File: src/rtl/sum_pkg.sv
// Shared types and defaults for the windowed accumulator.
// Holds the FSM state enum, default widths and a clamping add helper.
package sum_pkg;

  localparam int DATA_W_DEF   = 8;
  localparam int WIN_LOG2_DEF = 3;
  localparam int ACC_W_DEF    = 10;

  typedef enum logic {
    ST_ACCUM = 1'b0,
    ST_HOLD  = 1'b1
  } state_t;

  // Unsigned add clamped to 2^w-1; w must be below 32.
  function automatic logic [31:0] sat_add(input logic [31:0] a,
                                          input logic [31:0] b,
                                          input int unsigned w);
    logic [32:0] s;
    logic [32:0] lim;
    s   = {1'b0, a} + {1'b0, b};
    lim = (33'd1 << w) - 33'd1;
    return (s > lim) ? lim[31:0] : s[31:0];
  endfunction

endpackage

File: src/rtl/sum_sat_add.sv
// ACC_W+1-bit accumulate with carry detect; combinational, no backpressure.
// SUM_WINDOW_ACC_SAT_EN selects clamp-to-max on carry, otherwise wrap mod 2^ACC_W.
module sum_sat_add
  import sum_pkg::*;
#(
  parameter int DATA_W = DATA_W_DEF,
  parameter int ACC_W  = ACC_W_DEF
) (
  input  logic [ACC_W-1:0]  acc,
  input  logic [DATA_W-1:0] data,
  output logic [ACC_W-1:0]  sum,
  output logic              carry
);

  logic [ACC_W:0] wide;

  assign wide  = {1'b0, acc} + {{(ACC_W + 1 - DATA_W){1'b0}}, data};
  assign carry = wide[ACC_W];

`ifdef SUM_WINDOW_ACC_SAT_EN
  logic [31:0] clamped;
  assign clamped = sat_add(32'(acc), 32'(data), ACC_W);
  assign sum     = clamped[ACC_W-1:0];
`else
  assign sum = wide[ACC_W-1:0];
`endif

endmodule

File: src/rtl/sum_window_acc.sv
// Sums windows of 2^WIN_LOG2 samples; result registered one cycle after the last sample, held until out_ready.
// in_ready is low while a result is held. SUM_WINDOW_ACC_SAT_EN enables saturating accumulation.
module sum_window_acc
  import sum_pkg::*;
#(
  parameter int DATA_W   = DATA_W_DEF,
  parameter int WIN_LOG2 = WIN_LOG2_DEF,
  parameter int ACC_W    = ACC_W_DEF
) (
  input  logic              clk,
  input  logic              rst,
  input  logic              clear,
  input  logic              in_valid,
  output logic              in_ready,
  input  logic [DATA_W-1:0] in_data,
  output logic              out_valid,
  input  logic              out_ready,
  output logic [ACC_W-1:0]  out_sum,
  output logic [DATA_W-1:0] out_avg,
  output logic              out_ovf
);

  state_t              state, state_nxt;
  logic [ACC_W-1:0]    acc;
  logic [WIN_LOG2-1:0] cnt;
  logic                ovf;
  logic [ACC_W-1:0]    add_sum;
  logic                add_carry;
  logic [ACC_W-1:0]    add_shift;
  logic                accept;
  logic                last;

  sum_sat_add #(
    .DATA_W (DATA_W),
    .ACC_W  (ACC_W)
  ) u_add (
    .acc   (acc),
    .data  (in_data),
    .sum   (add_sum),
    .carry (add_carry)
  );

  assign in_ready  = (state == ST_ACCUM);
  assign out_valid = (state == ST_HOLD);
  // clear vetoes acceptance so a sample alongside it is dropped
  assign accept    = in_valid && in_ready && !clear;
  assign last      = accept && (cnt == '1);
  assign add_shift = add_sum >> WIN_LOG2;

  always_comb begin
    state_nxt = state;
    case (state)
      ST_ACCUM: if (last)      state_nxt = ST_HOLD;
      ST_HOLD:  if (out_ready) state_nxt = ST_ACCUM;
      default:                 state_nxt = ST_ACCUM;
    endcase
    if (clear) state_nxt = ST_ACCUM;
  end

  always_ff @(posedge clk or posedge rst) begin
    if (rst) state <= ST_ACCUM;
    else     state <= state_nxt;
  end

  always_ff @(posedge clk or posedge rst) begin
    if (rst) begin
      acc     <= '0;
      cnt     <= '0;
      ovf     <= 1'b0;
      out_sum <= '0;
      out_avg <= '0;
      out_ovf <= 1'b0;
    end else if (clear) begin
      acc     <= '0;
      cnt     <= '0;
      ovf     <= 1'b0;
      out_sum <= '0;
      out_avg <= '0;
      out_ovf <= 1'b0;
    end else if (last) begin
      out_sum <= add_sum;
      out_avg <= add_shift[DATA_W-1:0];
      out_ovf <= ovf | add_carry;
      acc     <= '0;
      cnt     <= '0;
      ovf     <= 1'b0;
    end else if (accept) begin
      acc <= add_sum;
      cnt <= cnt + 1'b1;
      ovf <= ovf | add_carry;
    end
  end

endmodule

File: config.mk
export PLATFORM = sky130hd
export DESIGN_NAME = sum_window_acc
export DESIGN_NICKNAME = d
export VERILOG_FILES = /design/src/rtl/sum_pkg.sv /design/src/rtl/sum_sat_add.sv /design/src/rtl/sum_window_acc.sv
export SDC_FILE = /design/constraint.sdc
export NUM_CORES = 1
export LEC_CHECK = 0
export CORE_MARGIN = 10
export CORE_UTILIZATION = 55
export CTS_BUF_LIST = sky130_fd_sc_hd__clkbuf_8 sky130_fd_sc_hd__clkbuf_16
export DETAILED_ROUTE_END_ITERATION = 8
export DONT_BUFFER_PORTS = 1
export HOLD_SLACK_MARGIN = 0.02
export PLACE_DENSITY = 0.8
export SLEW_MARGIN = 20
export SYNTH_ARGS = -nofsm -noshare
export SYNTH_HDL_FRONTEND = slang
export SYNTH_HIERARCHICAL = 1
export SYNTH_SLANG_ARGS = --single-unit
File: constraint.sdc
create_clock -name clk -period 2.5 [get_ports clk]
set_input_delay 0.25 -clock clk [delete_from_list [all_inputs] [get_ports clk]]
set_output_delay 0.25 -clock clk [all_outputs]
set_load 0.05 [all_outputs]
==> key figures, run 1 <==
Run status
  – Status: completed

Pwr
  – Switching pwr: 287 uW
  – Internal: 753 uW
  – Seq pwr share: 44.0%
  – Clock power share: 34.0%
  – VDD IR max: 0.000378 V
  – Final Power: 1040 uW
  – PwrDens: 625 nW/um2
  – Combinational share of power: 22.0%
  – Pleak: 0.000775 uW
  – Sw frac: 27.6%

Floorplan
  – Die Span X: 74.7 um
  – Initial core utilization: 58.7%
  – Die area: 5580 um2
  – DIE HEIGHT: 74.7 um
  – # rows: 19
  – Ports: 34
  – Core Box Area: 2810 um2

Yosys
  – Syn Area/Cell: 10.3 um2
  – Register bit total from synthesis: 26
  – Cell accounting for the most synthesized area: dfrtp_1
  – Synth top area share: 39.5%
  – Netlist Area Pre-Place: 1650 um2
  – Top post-synthesis cells by area: dfrtp_1 (40%), ha_1 (7.6%), a22o_2 (6.1%)
  – Syn Nets: 183
  – Register area share after synthesis: 39.5%
  – Syn. warnings: 6
  – Synth unique cells: 40
  – Mapped Cells: 159

Timing
  – Worst Max-Slew Pin Slew: 0.920 ns
  – Final Hold Fails: 0
  – Clock period minus worst slack: 2.32 ns
  – Slew headroom: 38.3%
  – RSZ-0062 raised after global routing: no
  – Setup violations, final: 0
  – Fin crit share: 92.6%
  – Sum Neg Setup Slack: 0 ns
  – Max-slew violations: 0
  – FMAX: 432 MHz
  – Clk_skew: 0.00493 ns

Routing
  – Vias per cell: 6.14
  – DR WL/cell: 18.2 um
  – DR iter-0 viols: 87
  – First-pass detailed-route iteration total: 4
  – Routed Wire Length: 3310 um
  – Via count: 1118
  – ANT nets after route: 0
  – # DRC: 0

Finish
  – Design area: 1660 um2
  – Area delta synth->final: 1.06%
  – Register area: 651 um2
  – Fin util: 59.3%
  – Share of cells above drive strength 1: 21.2%
  – Commonest non-fill, non-tap cell in the layout: dfrtp_1
  – Net count, final: 176
  – # diodes: 0
  – Commonest non-fill, non-tap cells in the layout: dfrtp_1 (26), nand2_1 (12), nand2b_1 (11)
  – FILL cells: 242
  – Fin cells: 182
  – Multi-input gate area: 843 um2

Setup path
  – Setup crit end kind: register
  – Critical path peak fanout: 3
  – Data arrival time of the worst path: 2.50 ns
  – CP Class: reg2reg
  – Cells along the critical path: ha_1 > inv_1 > fa_1 > nand2b_1 > a21oi_1 > o21ai_0 > a211oi_2 > a21oi_1 > a211oi_1
  – Critical Path Max Stage Delay: 0.41 ns
  – Most used cell, CP: a21oi_1
  – Required @ worst endpoint: 2.69 ns
  – CP startpoint kind: register
  – CP delay by family, top: compound AO/OA/AOI/OAI gates
  – Slowest cell on crit path: fa_1
  – Crit path buffers/inverters: 1
  – R2R Setup Slk: 0.18 ns

Clock tree
  – Clk slew on worst S/H paths: 0.10 ns
  – Clock Path Buffers: 2
  – Post-CTS Setup Inserts: 0
  – CTS H-tree depth: 1
  – Clock latency on the worst-skew pair: 0.27 ns
  – CTS root buf: clkbuf_8
  – Clock sink count: 26
  – CTS tree: yes
  – Clock buffer count from CTS: 3

GRT
  – Vias in the first global route: 1124
  – First-pass GRT wire length: 5310 um
  – Initial antenna violation count: 0
  – Largest net degree at the start of global routing: 27
  – GRT Total Usage: 12.0%
  – Grt total ovfl: 0

Min path
  – Tightest Hold Check Type: in2reg

Place
  – DP HPWL: 2380 um
  – GPL Wtd Cong: 0.887
  – Cells after DPL: 177
  – Area after DPL: 1580 um2
  – Port Buffers: 0

Flow run
  – Max-cap violations: 0
## registers in the layout, indices dropped and copies added (netlist names)
| name | cells |
|---|---|
| acc | 10 |
| out_sum | 9 |
| cnt | 3 |
| out_avg | 1 |
| out_ovf | 1 |
| out_valid | 1 |
| ovf | 1 |
## layout make-up
| type | count | share of cell area [%] |
|---|---|---|
| tap | 31 | 2.33 |
| clock buffer | 3 | 2.48 |
| multi-input combinational | 108 | 50.7 |
| clock inverter | 1 | 1.81 |
| sequential | 26 | 39.1 |
| inverter | 11 | 2.48 |
| timing repair buffer | 2 | 1.05 |
## per-stage QoR
| stage | setup slack (ns) | hold WS [ns] |
|---|---|---|
| finish | 0.184 | 0.0326 |
| global placement | 0.378 | 0.321 |
| CTS | 0.117 | 0.0302 |
| detailed placement | 0.244 | 0.324 |
| global route | 0.0518 | 0.0305 |
| floorplan | 0.462 | 0.290 |
## timing repair
item                                    4_1_cts  5_1_grt
endpoints found under the setup margin        0        1
hold buffers                                  0        1
hold endpoints to repair                      0       26
resized for setup                             0        1
## cells by family (layout without fill, tap and decap cells)
kind of cell / count (synthesis) / in the layout / share of synthesized area (%)
fa+ha+maj: 11 / 11 / 8.82
other cells: 1 / 1 / 0.228
flops: 26 / 26 / 39.5
simple gates: 43 / 43 / 15.4
compound gates: 45 / 45 / 22.0
xor+xnor: 5 / 5 / 2.66
buf+inv: 25 / 17 / 9.51
mux: 3 / 3 / 1.90
## final timing paths
path | cells past startpoint | end | from
min reg2reg | 1 | acc[6]$_DFFE_PP0P_ | acc[6]$_DFFE_PP0P_
max reg2reg | 9 | ovf$_DFFE_PP0P_ | acc[0]$_DFFE_PP0P_
min in group asynchronous | 2 | cnt[1]$_DFFE_PP0P_ | rst
max | 9 | ovf$_DFFE_PP0P_ | acc[0]$_DFFE_PP0P_
max in group asynchronous | 2 | out_valid$_DFF_PP0_ | rst
min | 1 | ovf$_DFFE_PP0P_ | clear
## power groups by stage
| stage | clock network, uW | registers (uW) | logic (uW) |
|---|---|---|---|
| 2_1_floorplan | 0 | 461 | 190 |
| 3_3_place_gp | 0 | 464 | 213 |
| 3_5_place_dp | 0 | 466 | 221 |
| 4_1_cts | 353 | 458 | 225 |
| 5_1_grt | 368 | 460 | 252 |
| 6_report | 353 | 457 | 229 |
## synth_stat cells, drive strengths merged
cell     instances
inv             11
nand4b           1
and2             2
nor2             6
a211oi           2
a311oi           1
xnor2            3
buf             14
a21o             3
nand2b          11
or2              1
nor2b            1
nand3            4
a211o            1
o2111ai          1
a21oi            7
xor2             2
o211a            1
dfrtp           26
ha              10
fa               1
and4bb           1
a31oi            2
nor3             1
nand2           12
a22o            11
mux2             1
mux2i            2
a221oi           1
o21ai           15
conb             1
nor3b            3
## metal layers
metal / vias up / track usage, % / wire length [um] / part of all wire (%)
met3: 4 / 3.02 / 166 / 5.0
li1: 536 / - / - / -
met4: 0 / 4.62 / 42 / 1.3
met1: 552 / 14.1 / 1480 / 45
met2: 26 / 20.6 / 1630 / 49
met5: - / 0 / 0 / 0
No activity file was read; power rests on OpenSTA's default activity.
==> inputs of run 2 (changes only) <==
--- a/config.mk
+++ b/config.mk
@@ -5,6 +5,7 @@
 export SDC_FILE = /design/constraint.sdc
 export NUM_CORES = 1
 export LEC_CHECK = 0
+export CAP_MARGIN = 20
 export CORE_MARGIN = 10
 export CORE_UTILIZATION = 55
 export CTS_BUF_LIST = sky130_fd_sc_hd__clkbuf_8 sky130_fd_sc_hd__clkbuf_16
==> results of run 2 <==
No change in the layout: final DEF, timing and power equal those of run 1.
==> inputs of run 3 (changes only) <==
--- a/config.mk
+++ b/config.mk
@@ -11,7 +11,6 @@
 export CTS_BUF_LIST = sky130_fd_sc_hd__clkbuf_8 sky130_fd_sc_hd__clkbuf_16
 export DETAILED_ROUTE_END_ITERATION = 8
 export DONT_BUFFER_PORTS = 1
-export HOLD_SLACK_MARGIN = 0.02
 export PLACE_DENSITY = 0.8
 export SLEW_MARGIN = 20
 export SYNTH_ARGS = -nofsm -noshare
==> run 3 against run 2 <==
Compared with the run above:
- worst hold slack lost 0.088 ns
- register-to-register slack is essentially flat
- sequential power is essentially flat
- design area shrank 0.60%
- clock power is essentially flat
- sequential cell count is the same
- worst setup slack lost 0.0083 ns
- combinational power is essentially flat
- critical endpoint unchanged
- clock skew shrank 0.0016 ns
- cell count shrank 0.55%
- critical path depth is the same
- maximum frequency shrank 0.36%
- the flow now finishes with violations (negative hold slack)
- highest routed layer unchanged
==> key figures, run 3 (same netlist as run 1, synthesis figures left out) <==
Finish
  – # diodes: 0
  – Commonest non-fill, non-tap cell in the layout: dfrtp_1
  – Top reg by flops: acc
  – Biggest regs: acc (10), out_sum (9), cnt (3)
  – Share of cells above drive strength 1: 21.3%
  – Commonest non-fill, non-tap cells in the layout: dfrtp_1 (26), nand2_1 (12), nand2b_1 (11)
  – Largest register FFs: 10
  – Net count, final: 175
  – Area delta synth->final: 0.457%

Floorplan
  – # rows: 19
  – Core Box Area: 2810 um2
  – Die Span X: 74.7 um
  – Die area: 5580 um2
  – Ports: 34
  – DIE HEIGHT: 74.7 um
  – Initial core utilization: 58.7%

Setup path
  – CP startpoint kind: register
  – Setup crit end kind: register
  – Critical path peak fanout: 3
  – Required @ worst endpoint: 2.69 ns
  – CP Class: reg2reg
  – Data arrival time of the worst path: 2.51 ns

Run status
  – Status: finished, violations left
  – Failing checks: negative hold slack

Pwr
  – PwrDens: 630 nW/um2
  – Final Power: 1040 uW
  – Switching pwr: 289 uW
  – Internal: 752 uW
  – Combinational share of power: 21.9%
  – Pleak: 0.000771 uW
  – Seq pwr share: 43.9%
  – VDD IR max: 0.000378 V
  – Sw frac: 27.8%
  – Clock power share: 34.1%

GRT
  – Largest net degree at the start of global routing: 27
  – Vias in the first global route: 1124
  – GRT Total Usage: 12.0%
  – First-pass GRT wire length: 5310 um
  – Initial antenna violation count: 0
  – Grt total ovfl: 0

Timing
  – Setup violations, final: 0
  – Worst Max-Slew Pin Slew: 0.924 ns
  – Final setup margin: 0.176 ns
  – Max-slew violations: 0
  – Slew headroom: 38.0%
  – Clock period minus worst slack: 2.32 ns
  – Clk_skew: 0.00329 ns
  – RSZ-0062 raised after global routing: no
  – WHS: -0.0549 ns
  – Sum Neg Setup Slack: 0 ns
  – Fin crit share: 93.0%
  – FMAX: 430 MHz
  – Final Hold Fails: 26

Place
  – DP HPWL: 2380 um
  – Dpl ws: 0.244 ns
  – Port Buffers: 0
  – GPL Wtd Cong: 0.887

Routing
  – DR WL/cell: 18.4 um
  – DR iter-0 viols: 75
  – Routed Wire Length: 3320 um
  – First-pass detailed-route iteration total: 4
  – ANT nets after route: 0
  – Vias per cell: 6.08
  – # DRC: 0
  – Via count: 1100

Flow run
  – Max-cap violations: 0

Clock tree
  – Post-CTS Setup Inserts: 0
  – CTS tree: yes
  – Clock Path Buffers: 2
  – Clock buffer count from CTS: 3
  – Clk slew on worst S/H paths: 0.10 ns
  – CTS root buf: clkbuf_8
  – Clock sink count: 26
  – Clock latency on the worst-skew pair: 0.27 ns
  – CTS H-tree depth: 1

Min path
  – Tightest Hold Check Type: in2async
-- run 3: cell types whose count changed in the layout (fill, tap and decap cells not counted), sizes merged --
cell,delta
dlygate4sd3,-1
-- run 3: path summary, 6_finish.rpt --
path / slack, ns / from / to / cells past startpoint
max reg2reg: 0.18 / acc[0]$_DFFE_PP0P_ / ovf$_DFFE_PP0P_ / 9
min: -0.05 / rst / out_sum[1]$_DFFE_PP0P_ / 1
max in group asynchronous: 2.13 / rst / acc[4]$_DFFE_PP0P_ / 1
min reg2reg: 0.53 / acc[6]$_DFFE_PP0P_ / acc[6]$_DFFE_PP0P_ / 1
min in group clk: 0.03 / clear / ovf$_DFFE_PP0P_ / 1
max: 0.18 / acc[0]$_DFFE_PP0P_ / ovf$_DFFE_PP0P_ / 9
-- run 3: power groups by stage --
stage / clock network, uW / registers, uW / logic, uW
floorplan: 0 / 461 / 190
global placement: 0 / 464 / 213
detailed placement: 0 / 466 / 221
CTS: 353 / 458 / 225
global route: 368 / 460 / 251
finish: 355 / 457 / 228
-- run 3: stage by stage --
step	util, %	cell area, um2	std cells	hold WS [ns]
after floorplan	-	1650	159	0.290
after global placement	56.2	1580	177	0.321
after detailed placement	56.2	1580	177	0.324
after CTS	58.7	1650	181	0.0302
after global routing	58.9	1650	181	0.00658
final	58.9	1650	181	-0.0549
-- run 3: final cells by class --
cell class	instances	area, um2
timing repair buffer	1	7.51
multi-input combinational	108	843
inverter	11	41.3
clock inverter	1	30.0
clock buffer	3	41.3
sequential	26	651
tap	31	38.8
fill	243	1150
-- run 3: what timing repair did --
action / 4_1_cts / 5_1_grt
endpoints found under the setup margin: 0 / 1
gates resized for setup: 0 / 1
hold buffers: 0 / 0
-- run 3: critical path, stage by stage (launching register included) --
cell      delay, ns
dfrtp_1        0.36
ha_1           0.19
inv_1          0.06
fa_1           0.41
nand2b_1       0.20
a21oi_1        0.28
o21ai_0        0.16
a211oi_2       0.27
a21oi_1        0.10
a211oi_1       0.21
-- run 3: per-layer routing --
layer	up-vias	wire, um	GRT usage, %
li1	535	-	-
met1	539	1490	14.1
met2	22	1620	20.6
met3	4	162	3.02
met4	0	42	4.62
met5	-	0	0
